**config.mk**
```make
export PLATFORM = sky130hd
export DESIGN_NAME = i8088_bus_target_flat
export DESIGN_NICKNAME = d
export VERILOG_FILES = /design/src/rtl/i8088_bus_target_if.sv /design/src/rtl/i8088_bus_target.sv /design/src/flat_wrapper.sv
export SDC_FILE = /design/constraint.sdc
export NUM_CORES = 1
export LEC_CHECK = 0
export BUFFER_PORTS_ARGS = -buffer_cell sky130_fd_sc_hd__buf_2
export CORE_ASPECT_RATIO = 1.5
export CORE_MARGIN = 2
export CORE_UTILIZATION = 40
export DETAILED_ROUTE_END_ITERATION = 12
export PLACE_DENSITY_LB_ADDON = 0.12
export SETUP_SLACK_MARGIN = 0.1
export SYNTH_ARGS = -nofsm -noshare
export SYNTH_HDL_FRONTEND = slang
export SYNTH_SLANG_ARGS = --single-unit
```
**constraint.sdc**
```tcl
create_clock -name CORE_CLK -period 2.15 [get_ports CORE_CLK]
set_clock_uncertainty 0.2 [all_clocks]
set_input_delay 0.3225 -clock CORE_CLK [delete_from_list [all_inputs] [get_ports CORE_CLK]]
set_output_delay 0.3225 -clock CORE_CLK [all_outputs]
set_load 0.005 [all_outputs]
```
**src/rtl/i8088_bus_target_if.sv**
```systemverilog
// ---------------------------------------------------------------------------
// i8088_bus_target_if
// Bundles the 8088 local-bus signals and the simple back-end request/response
// port used by i8088_bus_target.
//   CPU side : ALE, RD_n, WR_n, IOM, INTA_n, addr, dout (to target),
//              din, READY (from target)
//   Back-end : req_valid, req_write, req_io, req_inta, req_addr, req_wdata,
//              timeout (from target); req_ready, rsp_valid, rsp_rdata (to target)
// Modports:
//   slave  - the bus target itself
//   master - the environment (CPU wrapper plus memory/IO fabric)
// ---------------------------------------------------------------------------
interface i8088_bus_target_if;
    // CPU local bus
    logic        ALE;
    logic        RD_n;
    logic        WR_n;
    logic        IOM;
    logic        INTA_n;
    logic [19:0] addr;
    logic [7:0]  dout;
    logic [7:0]  din;
    logic        READY;
    // Back-end request/response port
    logic        req_valid;
    logic        req_write;
    logic        req_io;
    logic        req_inta;
    logic [19:0] req_addr;
    logic [7:0]  req_wdata;
    logic        req_ready;
    logic        rsp_valid;
    logic [7:0]  rsp_rdata;
    logic        timeout;

    modport slave (
        input  ALE, RD_n, WR_n, IOM, INTA_n, addr, dout,
        input  req_ready, rsp_valid, rsp_rdata,
        output din, READY,
        output req_valid, req_write, req_io, req_inta, req_addr, req_wdata,
        output timeout
    );

    modport master (
        output ALE, RD_n, WR_n, IOM, INTA_n, addr, dout,
        output req_ready, rsp_valid, rsp_rdata,
        input  din, READY,
        input  req_valid, req_write, req_io, req_inta, req_addr, req_wdata,
        input  timeout
    );
endinterface

```
**src/rtl/i8088_bus_target.sv**
```systemverilog
// ---------------------------------------------------------------------------
// i8088_bus_target
// Turns each 8088 local-bus cycle into a single valid/ready request on a
// simple back-end port. READY is held low from the ALE falling edge until
// the back-end completes (plus MIN_WAIT extra cycles), read data is returned
// on din. Interrupt-acknowledge pairs are handled here: the first INTA
// strobe is answered locally, the second becomes a vector-fetch request.
// A request that does not complete within TIMEOUT cycles is aborted, reads
// then return OPEN_BUS and a one-cycle timeout pulse is issued.
//
// Ports:
//   CORE_CLK  - sole clock
//   RESET     - synchronous, active-high reset
//   bus       - i8088_bus_target_if.slave (CPU bus + back-end port)
// All outputs are registered.
// ---------------------------------------------------------------------------
module i8088_bus_target #(
    parameter int unsigned MIN_WAIT = 0,
    parameter int unsigned TIMEOUT  = 1023,
    parameter logic [7:0]  OPEN_BUS = 8'hFF
) (
    input  logic              CORE_CLK,
    input  logic              RESET,
    i8088_bus_target_if.slave bus
);

    // Timeout counter is at least 10 bits, wider if TIMEOUT needs it.
    localparam int unsigned TO_W =
        ($clog2(TIMEOUT + 1) > 10) ? $clog2(TIMEOUT + 1) : 10;

    typedef enum logic [2:0] {
        ST_IDLE,
        ST_STROBE,
        ST_REQ,
        ST_RSP,
        ST_HOLD,
        ST_DONE
    } state_t;

    state_t            state_reg;
    logic              ale_prev_reg;
    logic              inta_phase_reg;
    logic [3:0]        wait_cnt_reg;
    logic [TO_W-1:0]   to_cnt_reg;

    logic [7:0]        din_reg;
    logic              ready_reg;
    logic              req_valid_reg;
    logic              req_write_reg;
    logic              req_io_reg;
    logic              req_inta_reg;
    logic [19:0]       req_addr_reg;
    logic [7:0]        req_wdata_reg;
    logic              timeout_reg;

    logic [TO_W-1:0]   to_cnt_inc;
    logic              expire;

    // The counter is cleared on REQ entry, so the TIMEOUT-th edge spent in
    // REQ/RSP is the one where the incremented value equals TIMEOUT.
    assign to_cnt_inc = to_cnt_reg + TO_W'(1);
    assign expire     = (TIMEOUT != 0) && (to_cnt_inc == TO_W'(TIMEOUT));

    always_ff @(posedge CORE_CLK) begin
        if (RESET) begin
            state_reg      <= ST_IDLE;
            ale_prev_reg   <= 1'b0;
            inta_phase_reg <= 1'b0;
            wait_cnt_reg   <= '0;
            to_cnt_reg     <= '0;
            din_reg        <= 8'h00;
            ready_reg      <= 1'b1;
            req_valid_reg  <= 1'b0;
            req_write_reg  <= 1'b0;
            req_io_reg     <= 1'b0;
            req_inta_reg   <= 1'b0;
            req_addr_reg   <= '0;
            req_wdata_reg  <= '0;
            timeout_reg    <= 1'b0;
        end else begin
            ale_prev_reg <= bus.ALE;
            timeout_reg  <= 1'b0;

            case (state_reg)
                ST_IDLE: begin
                    if (bus.ALE) begin
                        req_addr_reg <= bus.addr;
                    end else if (ale_prev_reg) begin
                        // ALE fell: a bus cycle has begun, stall the CPU now.
                        state_reg <= ST_STROBE;
                        ready_reg <= 1'b0;
                    end
                end

                ST_STROBE: begin
                    if (!bus.WR_n) begin
                        req_wdata_reg  <= bus.dout;
                        req_write_reg  <= 1'b1;
                        req_io_reg     <= bus.IOM;
                        req_inta_reg   <= 1'b0;
                        inta_phase_reg <= 1'b0;
                        req_valid_reg  <= 1'b1;
                        to_cnt_reg     <= '0;
                        state_reg      <= ST_REQ;
                    end else if (!bus.RD_n) begin
                        req_write_reg  <= 1'b0;
                        req_io_reg     <= bus.IOM;
                        req_inta_reg   <= 1'b0;
                        inta_phase_reg <= 1'b0;
                        req_valid_reg  <= 1'b1;
                        to_cnt_reg     <= '0;
                        state_reg      <= ST_REQ;
                    end else if (!bus.INTA_n) begin
                        inta_phase_reg <= ~inta_phase_reg;
                        if (inta_phase_reg) begin
                            // Second INTA of the pair fetches the vector.
                            req_inta_reg  <= 1'b1;
                            req_write_reg <= 1'b0;
                            req_io_reg    <= 1'b0;
                            req_valid_reg <= 1'b1;
                            to_cnt_reg    <= '0;
                            state_reg     <= ST_REQ;
                        end else begin
                            // First INTA carries no data; release the CPU.
                            ready_reg <= 1'b1;
                            state_reg <= ST_DONE;
                        end
                    end else if (bus.ALE) begin
                        // New ALE without a strobe (e.g. halt cycle).
                        req_addr_reg <= bus.addr;
                        ready_reg    <= 1'b1;
                        state_reg    <= ST_IDLE;
                    end
                end

                ST_REQ: begin
                    if (bus.req_ready) begin
                        // Handshake beats a simultaneous expiry.
                        req_valid_reg <= 1'b0;
                        wait_cnt_reg  <= '0;
                        to_cnt_reg    <= to_cnt_inc;
                        state_reg     <= req_write_reg ? ST_HOLD : ST_RSP;
                    end else if (expire) begin
                        req_valid_reg <= 1'b0;
                        if (!req_write_reg) begin
                            din_reg <= OPEN_BUS;
                        end
                        timeout_reg <= 1'b1;
                        ready_reg   <= 1'b1;
                        state_reg   <= ST_DONE;
                    end else begin
                        to_cnt_reg <= to_cnt_inc;
                    end
                end

                ST_RSP: begin
                    if (bus.rsp_valid) begin
                        din_reg      <= bus.rsp_rdata;
                        wait_cnt_reg <= '0;
                        state_reg    <= ST_HOLD;
                    end else if (expire) begin
                        din_reg     <= OPEN_BUS;
                        timeout_reg <= 1'b1;
                        ready_reg   <= 1'b1;
                        state_reg   <= ST_DONE;
                    end else begin
                        to_cnt_reg <= to_cnt_inc;
                    end
                end

                ST_HOLD: begin
                    // With MIN_WAIT=0 this state still costs one cycle, giving
                    // READY one edge after completion.
                    if (wait_cnt_reg == 4'(MIN_WAIT)) begin
                        ready_reg <= 1'b1;
                        state_reg <= ST_DONE;
                    end else begin
                        wait_cnt_reg <= wait_cnt_reg + 4'd1;
                    end
                end

                ST_DONE: begin
                    if (bus.RD_n && bus.WR_n && bus.INTA_n) begin
                        req_inta_reg <= 1'b0;
                        state_reg    <= ST_IDLE;
                    end
                end

                default: begin
                    ready_reg <= 1'b1;
                    state_reg <= ST_IDLE;
                end
            endcase
        end
    end

    assign bus.din       = din_reg;
    assign bus.READY     = ready_reg;
    assign bus.req_valid = req_valid_reg;
    assign bus.req_write = req_write_reg;
    assign bus.req_io    = req_io_reg;
    assign bus.req_inta  = req_inta_reg;
    assign bus.req_addr  = req_addr_reg;
    assign bus.req_wdata = req_wdata_reg;
    assign bus.timeout   = timeout_reg;

endmodule
```
**src/flat_wrapper.sv**
```systemverilog
// flat-port wrapper written by rule: the top's interface ports become plain ports
module i8088_bus_target_flat 
#(
    parameter int unsigned MIN_WAIT = 0,
    parameter int unsigned TIMEOUT  = 1023,
    parameter logic [7:0]  OPEN_BUS = 8'hFF
)
  (CORE_CLK, RESET, bus_ALE, bus_RD_n, bus_WR_n, bus_IOM, bus_INTA_n, bus_addr, bus_dout, bus_req_ready, bus_rsp_valid, bus_rsp_rdata, bus_din, bus_READY, bus_req_valid, bus_req_write, bus_req_io, bus_req_inta, bus_req_addr, bus_req_wdata, bus_timeout);
  i8088_bus_target_if bus_i ();
  input  logic CORE_CLK;
  input  logic RESET;
  input wire logic [$bits(bus_i.ALE)-1:0] bus_ALE;
  input wire logic [$bits(bus_i.RD_n)-1:0] bus_RD_n;
  input wire logic [$bits(bus_i.WR_n)-1:0] bus_WR_n;
  input wire logic [$bits(bus_i.IOM)-1:0] bus_IOM;
  input wire logic [$bits(bus_i.INTA_n)-1:0] bus_INTA_n;
  input wire logic [$bits(bus_i.addr)-1:0] bus_addr;
  input wire logic [$bits(bus_i.dout)-1:0] bus_dout;
  input wire logic [$bits(bus_i.req_ready)-1:0] bus_req_ready;
  input wire logic [$bits(bus_i.rsp_valid)-1:0] bus_rsp_valid;
  input wire logic [$bits(bus_i.rsp_rdata)-1:0] bus_rsp_rdata;
  output wire logic [$bits(bus_i.din)-1:0] bus_din;
  output wire logic [$bits(bus_i.READY)-1:0] bus_READY;
  output wire logic [$bits(bus_i.req_valid)-1:0] bus_req_valid;
  output wire logic [$bits(bus_i.req_write)-1:0] bus_req_write;
  output wire logic [$bits(bus_i.req_io)-1:0] bus_req_io;
  output wire logic [$bits(bus_i.req_inta)-1:0] bus_req_inta;
  output wire logic [$bits(bus_i.req_addr)-1:0] bus_req_addr;
  output wire logic [$bits(bus_i.req_wdata)-1:0] bus_req_wdata;
  output wire logic [$bits(bus_i.timeout)-1:0] bus_timeout;
  assign bus_i.ALE = bus_ALE;
  assign bus_i.RD_n = bus_RD_n;
  assign bus_i.WR_n = bus_WR_n;
  assign bus_i.IOM = bus_IOM;
  assign bus_i.INTA_n = bus_INTA_n;
  assign bus_i.addr = bus_addr;
  assign bus_i.dout = bus_dout;
  assign bus_i.req_ready = bus_req_ready;
  assign bus_i.rsp_valid = bus_rsp_valid;
  assign bus_i.rsp_rdata = bus_rsp_rdata;
  assign bus_din = bus_i.din;
  assign bus_READY = bus_i.READY;
  assign bus_req_valid = bus_i.req_valid;
  assign bus_req_write = bus_i.req_write;
  assign bus_req_io = bus_i.req_io;
  assign bus_req_inta = bus_i.req_inta;
  assign bus_req_addr = bus_i.req_addr;
  assign bus_req_wdata = bus_i.req_wdata;
  assign bus_timeout = bus_i.timeout;
  i8088_bus_target #(.MIN_WAIT(MIN_WAIT), .TIMEOUT(TIMEOUT), .OPEN_BUS(OPEN_BUS)) u_core (.CORE_CLK(CORE_CLK), .RESET(RESET), .bus(bus_i));
endmodule
```
==> out/summary.log <==
[run_status] outcome completed
[clock_network] Clk pin slew, worst setup/hold paths 0.07 ns
[sta] final setup slack of the worst path 0.1464 ns
[sta] relative slew slack 60.69%
[power_and_ir_drop] internal power of the cells 1.901 mW
[power_and_ir_drop] Net Sw Frac 29.79%
[finish] post-layout instance count excluding filler cells 532
[sta] Hold Vio Cnt, Final 0
[critical_path] required time of the critical path 2.17 ns
[power_and_ir_drop] Switching Power 0.8065 mW
[drt] first-pass iteration count of the detailed router 4
[floorplanning] area of the core 6852 µm²
[global_routing] total track usage 20.10%
[floorplanning] area of the die 7772 µm²
[synth] Gate Count Post-Synth 339
[clock_network] maximum number of buffers from clock root to sink 2
[synth] Synth top area share 43.19%
[critical_path] Worst Path Class, Setup reg -> reg
[placed_design] worst setup slack before clock tree synthesis 0.02548 ns
[global_routing] maximum number of pins on one net before global-route repair 35
[critical_path] data arrival time at the worst-slack endpoint 2.03 ns
[placed_design] number of placed cells counting well taps 513
[finish] Diodes inserted 0
[global_routing] gr ovfl total 0
[finish] number of flip-flops in the largest register 20
[global_routing] global-route wire length before repair 12370 µm
[drt] Vias/cell 5.276
[critical_path] number of buffers and inverters on the critical path 1
[synth] top cell type by total area after synthesis sky130_fd_sc_hd__dfxtp_1
[power_and_ir_drop] Clock power frac 31.3%
[clock_network] quantity of hold-fixing buffers added after cts 0
[finish] Area Growth Syn to Fin 33.45%
[job] Max-cap violations 0
[hold_path] Tightest Hold Check Type in -> reg
[placed_design] Post-Place Cell Area 3473 µm²
[power_and_ir_drop] power density relative to cell area 717.5 nW/µm²
[placed_design] half-perimeter wire length of the detailed placement result 5478 µm
[critical_path] slowest CP cell sky130_fd_sc_hd__dfxtp_4
[clock_network] TritonCTS clock tree built
[synth] number of enable flip-flop cells after synthesis 0
[synth] synthesis warning total 0
[clock_network] CTS Root Buffer Type sky130_fd_sc_hd__clkbuf_8
[clock_network] TritonCTS Buffers 9
[sta] time the final worst path needs with I/O delays and setup 2.004 ns
[sta] Final Cycle Share 93.19%
[synth] number of storage elements in the synthesis netlist 61
[power_and_ir_drop] portion of total power attributed to combinational logic 22.4%
[drt] vias 2807
[floorplanning] initial standard-cell utilization of the core 41.27%
[drt] routed wire length per instance 14.05 µm
[finish] proportion of layout cells with a drive suffix above 1 33.48%
[drt] DRT antenna net count 0
[clock_network] TritonCTS Sinks 61
[floorplanning] die extent in x 72.65 µm
[critical_path] CP top delay family compound AO/OA/AOI/OAI gates
[finish] area of all placed cells without fillers 3774 µm²
[synth] Post-synth ARST share 0%
[drt] DRC violation total after the first TritonRoute iteration 165
[clock_network] H-Tree Level Count 3
[synth] cell types with the largest area share after synthesis sky130_fd_sc_hd__dfxtp_1 43%, sky130_fd_sc_hd__nor2_1 8.1%, sky130_fd_sc_hd__mux2i_1 7.4%, sky130_fd_sc_hd__a21oi_1 5.3%, sky130_fd_sc_hd__nand2_1 5.2%
[drt] total length of routed wires 7473 µm
[critical_path] delay contributed by the slowest stage of the critical path 0.38 ns
[critical_path] endpoint class of the critical path register
[floorplanning] number of cell rows 37
[synth] sequential share of the synthesized area 43.19%
[placed_design] placer's final routability congestion estimate 0.8673
[sta] Setup Total Neg Slack 0 ns
[synth] Syn Nets 388
[finish] Net count, final 498
[critical_path] Worst Setup Start Kind register
[synth] Yosys cell types 51
[finish] utilization after layout 55.08%
[synth] average size of a mapped cell 8.341 µm²
[critical_path] list of cells traversed by the critical path buf_4 -> nand3_1 -> xnor2_2 -> and4_2 -> o21a_1 -> a211o_1
[critical_path] largest fanout on the critical path 7
[sta] Slew @ Worst Pin 0.5874 ns
[sta] highest achievable clock rate 499.1 MHz
[sta] setup violation total in the final timing report 0
[placed_design] Port Buffers 86
[power_and_ir_drop] fraction of power consumed by sequential logic 46.3%
[power_and_ir_drop] static leakage 1.732 nW
[power_and_ir_drop] VDD IR-drop max 515.1 µV
[floorplanning] ports placed on the boundary 87
[global_routing] number of global-route vias before repair 2775
[sta] unrepaired setup endpoints after global routing yes
[synth] summed instance area of the synthesized netlist 2828 µm²
[clock_network] clock latency at the later pin of the worst-skew pair 0.33 ns
[drt] post-detailed-route DRC marker count 0
[global_routing] antenna violations before repair 0
[floorplanning] die outline height 107.0 µm
[synth] Synth Flop Type sky130_fd_sc_hd__dfxtp_1
[sta] Final Slew Violations 0
==> stage by stage <==
| stage | hold slack [ns] | power, mW |
|---|---|---|
| 2_1_floorplan | 0.2518 | 1.616 |
| 3_3_place_gp | 0.2390 | 1.847 |
| 3_5_place_dp | 0.2501 | 1.854 |
| 4_1_cts | 0.006988 | 2.713 |
| 5_1_grt | 0.01480 | 2.870 |
| 6_report | 0.02140 | 2.708 |
==> final timing paths <==
| kind | startpoint | to | slack [ns] | cells past startpoint |
|---|---|---|---|---|
| setup / recovery | u_core.to_cnt_reg[0] | u_core.to_cnt_reg[4] | 0.15 | 6 |
| hold reg to reg | u_core.bus.req_wdata[0] | u_core.bus.req_wdata[0] | 0.26 | 2 |
| setup reg to reg | u_core.to_cnt_reg[0] | u_core.to_cnt_reg[4] | 0.15 | 6 |
| hold / removal | bus_dout[0] | u_core.bus.req_wdata[0] | 0.02 | 3 |
==> per-layer routing <==
metal	track usage, %	share of wire [%]	vias to the layer above
li1	-	-	1405
met1	23.71	40	1327
met2	34.09	53	67
met3	4.793	5.0	8
met4	8.598	1.8	0
met5	0	0	-
==> layout make-up <==
type,instances,area (µm²)
fillers,689,3078
multi-input cells,256,1610
flip-flops and latches,61,1230
repair buffers,113,646.9
clock buffers,11,131.4
well taps,78,97.59
inverters,8,30.03
clock inverters,5,27.53
==> power by group through the flow <==
| stage | clock (mW) | combinational [mW] | sequential, mW |
|---|---|---|---|
| after floorplan | 0 | 0.341 | 1.27 |
| after global placement | 0 | 0.572 | 1.28 |
| after detailed placement | 0 | 0.577 | 1.28 |
| after CTS | 0.870 | 0.589 | 1.25 |
| after global routing | 0.929 | 0.679 | 1.26 |
| final | 0.848 | 0.606 | 1.25 |
==> Yosys cell counts (2+ instances only) <==
master and number:
sky130_fd_sc_hd__a211o_1 2, sky130_fd_sc_hd__a21o_1 4, sky130_fd_sc_hd__a21oi_1 30, sky130_fd_sc_hd__a31oi_1 4, sky130_fd_sc_hd__and2_1 2, sky130_fd_sc_hd__buf_4 2
sky130_fd_sc_hd__clkbuf_1 10, sky130_fd_sc_hd__dfxtp_1 61, sky130_fd_sc_hd__ha_1 4, sky130_fd_sc_hd__inv_1 8, sky130_fd_sc_hd__mux2i_1 21, sky130_fd_sc_hd__nand2_1 39
sky130_fd_sc_hd__nand2b_1 5, sky130_fd_sc_hd__nand3_1 12, sky130_fd_sc_hd__nand4_1 3, sky130_fd_sc_hd__nor2_1 61, sky130_fd_sc_hd__nor2b_1 6, sky130_fd_sc_hd__nor3_1 8
sky130_fd_sc_hd__nor4bb_1 2, sky130_fd_sc_hd__o211ai_1 2, sky130_fd_sc_hd__o21a_1 9, sky130_fd_sc_hd__o21ai_0 10, sky130_fd_sc_hd__o21bai_1 2, sky130_fd_sc_hd__or2_2 2
sky130_fd_sc_hd__or3_1 3, sky130_fd_sc_hd__xnor2_1 2
==> worst reg2reg max path: stages (launching register included) <==
cell and delay (ns):
sky130_fd_sc_hd__dfxtp_4 0.38, sky130_fd_sc_hd__buf_4 0.12, sky130_fd_sc_hd__nand3_1 0.14, sky130_fd_sc_hd__xnor2_2 0.26, sky130_fd_sc_hd__and4_2 0.30, sky130_fd_sc_hd__o21a_1 0.21
sky130_fd_sc_hd__a211o_1 0.29
==> logic make-up after synthesis <==
| family | share of synthesized area [%] |
|---|---|
| AOI/OAI and AO/OA | 18.01 |
| xor gates and xnor gates | 0.6196 |
| adders and majority gates | 1.770 |
| buffers and inverters | 3.495 |
| DFF | 43.19 |
| muxes | 7.434 |
| and+or+nand+nor | 25.49 |
==> cell usage in the layout, fill, tap and decap left out, types with 2 or more instances in the layout <==
cell,count
sky130_fd_sc_hd__a211o_1,2
sky130_fd_sc_hd__a21o_1,4
sky130_fd_sc_hd__a21oi_1,29
sky130_fd_sc_hd__a31oi_1,3
sky130_fd_sc_hd__and2_1,2
sky130_fd_sc_hd__buf_2,87
sky130_fd_sc_hd__buf_4,24
sky130_fd_sc_hd__clkbuf_1,2
sky130_fd_sc_hd__clkbuf_8,9
sky130_fd_sc_hd__clkinv_2,4
sky130_fd_sc_hd__dfxtp_1,58
sky130_fd_sc_hd__dfxtp_4,2
sky130_fd_sc_hd__ha_1,2
sky130_fd_sc_hd__inv_1,7
sky130_fd_sc_hd__mux2i_1,21
sky130_fd_sc_hd__nand2_1,39
sky130_fd_sc_hd__nand2b_1,5
sky130_fd_sc_hd__nand3_1,12
sky130_fd_sc_hd__nand4_1,3
sky130_fd_sc_hd__nor2_1,60
sky130_fd_sc_hd__nor2b_1,6
sky130_fd_sc_hd__nor3_1,7
sky130_fd_sc_hd__nor4bb_1,2
sky130_fd_sc_hd__o211ai_1,2
sky130_fd_sc_hd__o21a_1,9
sky130_fd_sc_hd__o21ai_0,9
sky130_fd_sc_hd__o21bai_1,2
sky130_fd_sc_hd__or2_2,2
sky130_fd_sc_hd__or3_1,3
sky130_fd_sc_hd__xnor2_2,2
==> repair_timing <==
item	CTS	global route
pin swaps	2	2
resized for setup	6	18
endpoints found under the setup margin	10	19
gates cloned	0	1
buffers inserted	1	1
Power figures use the tool's default switching activity.
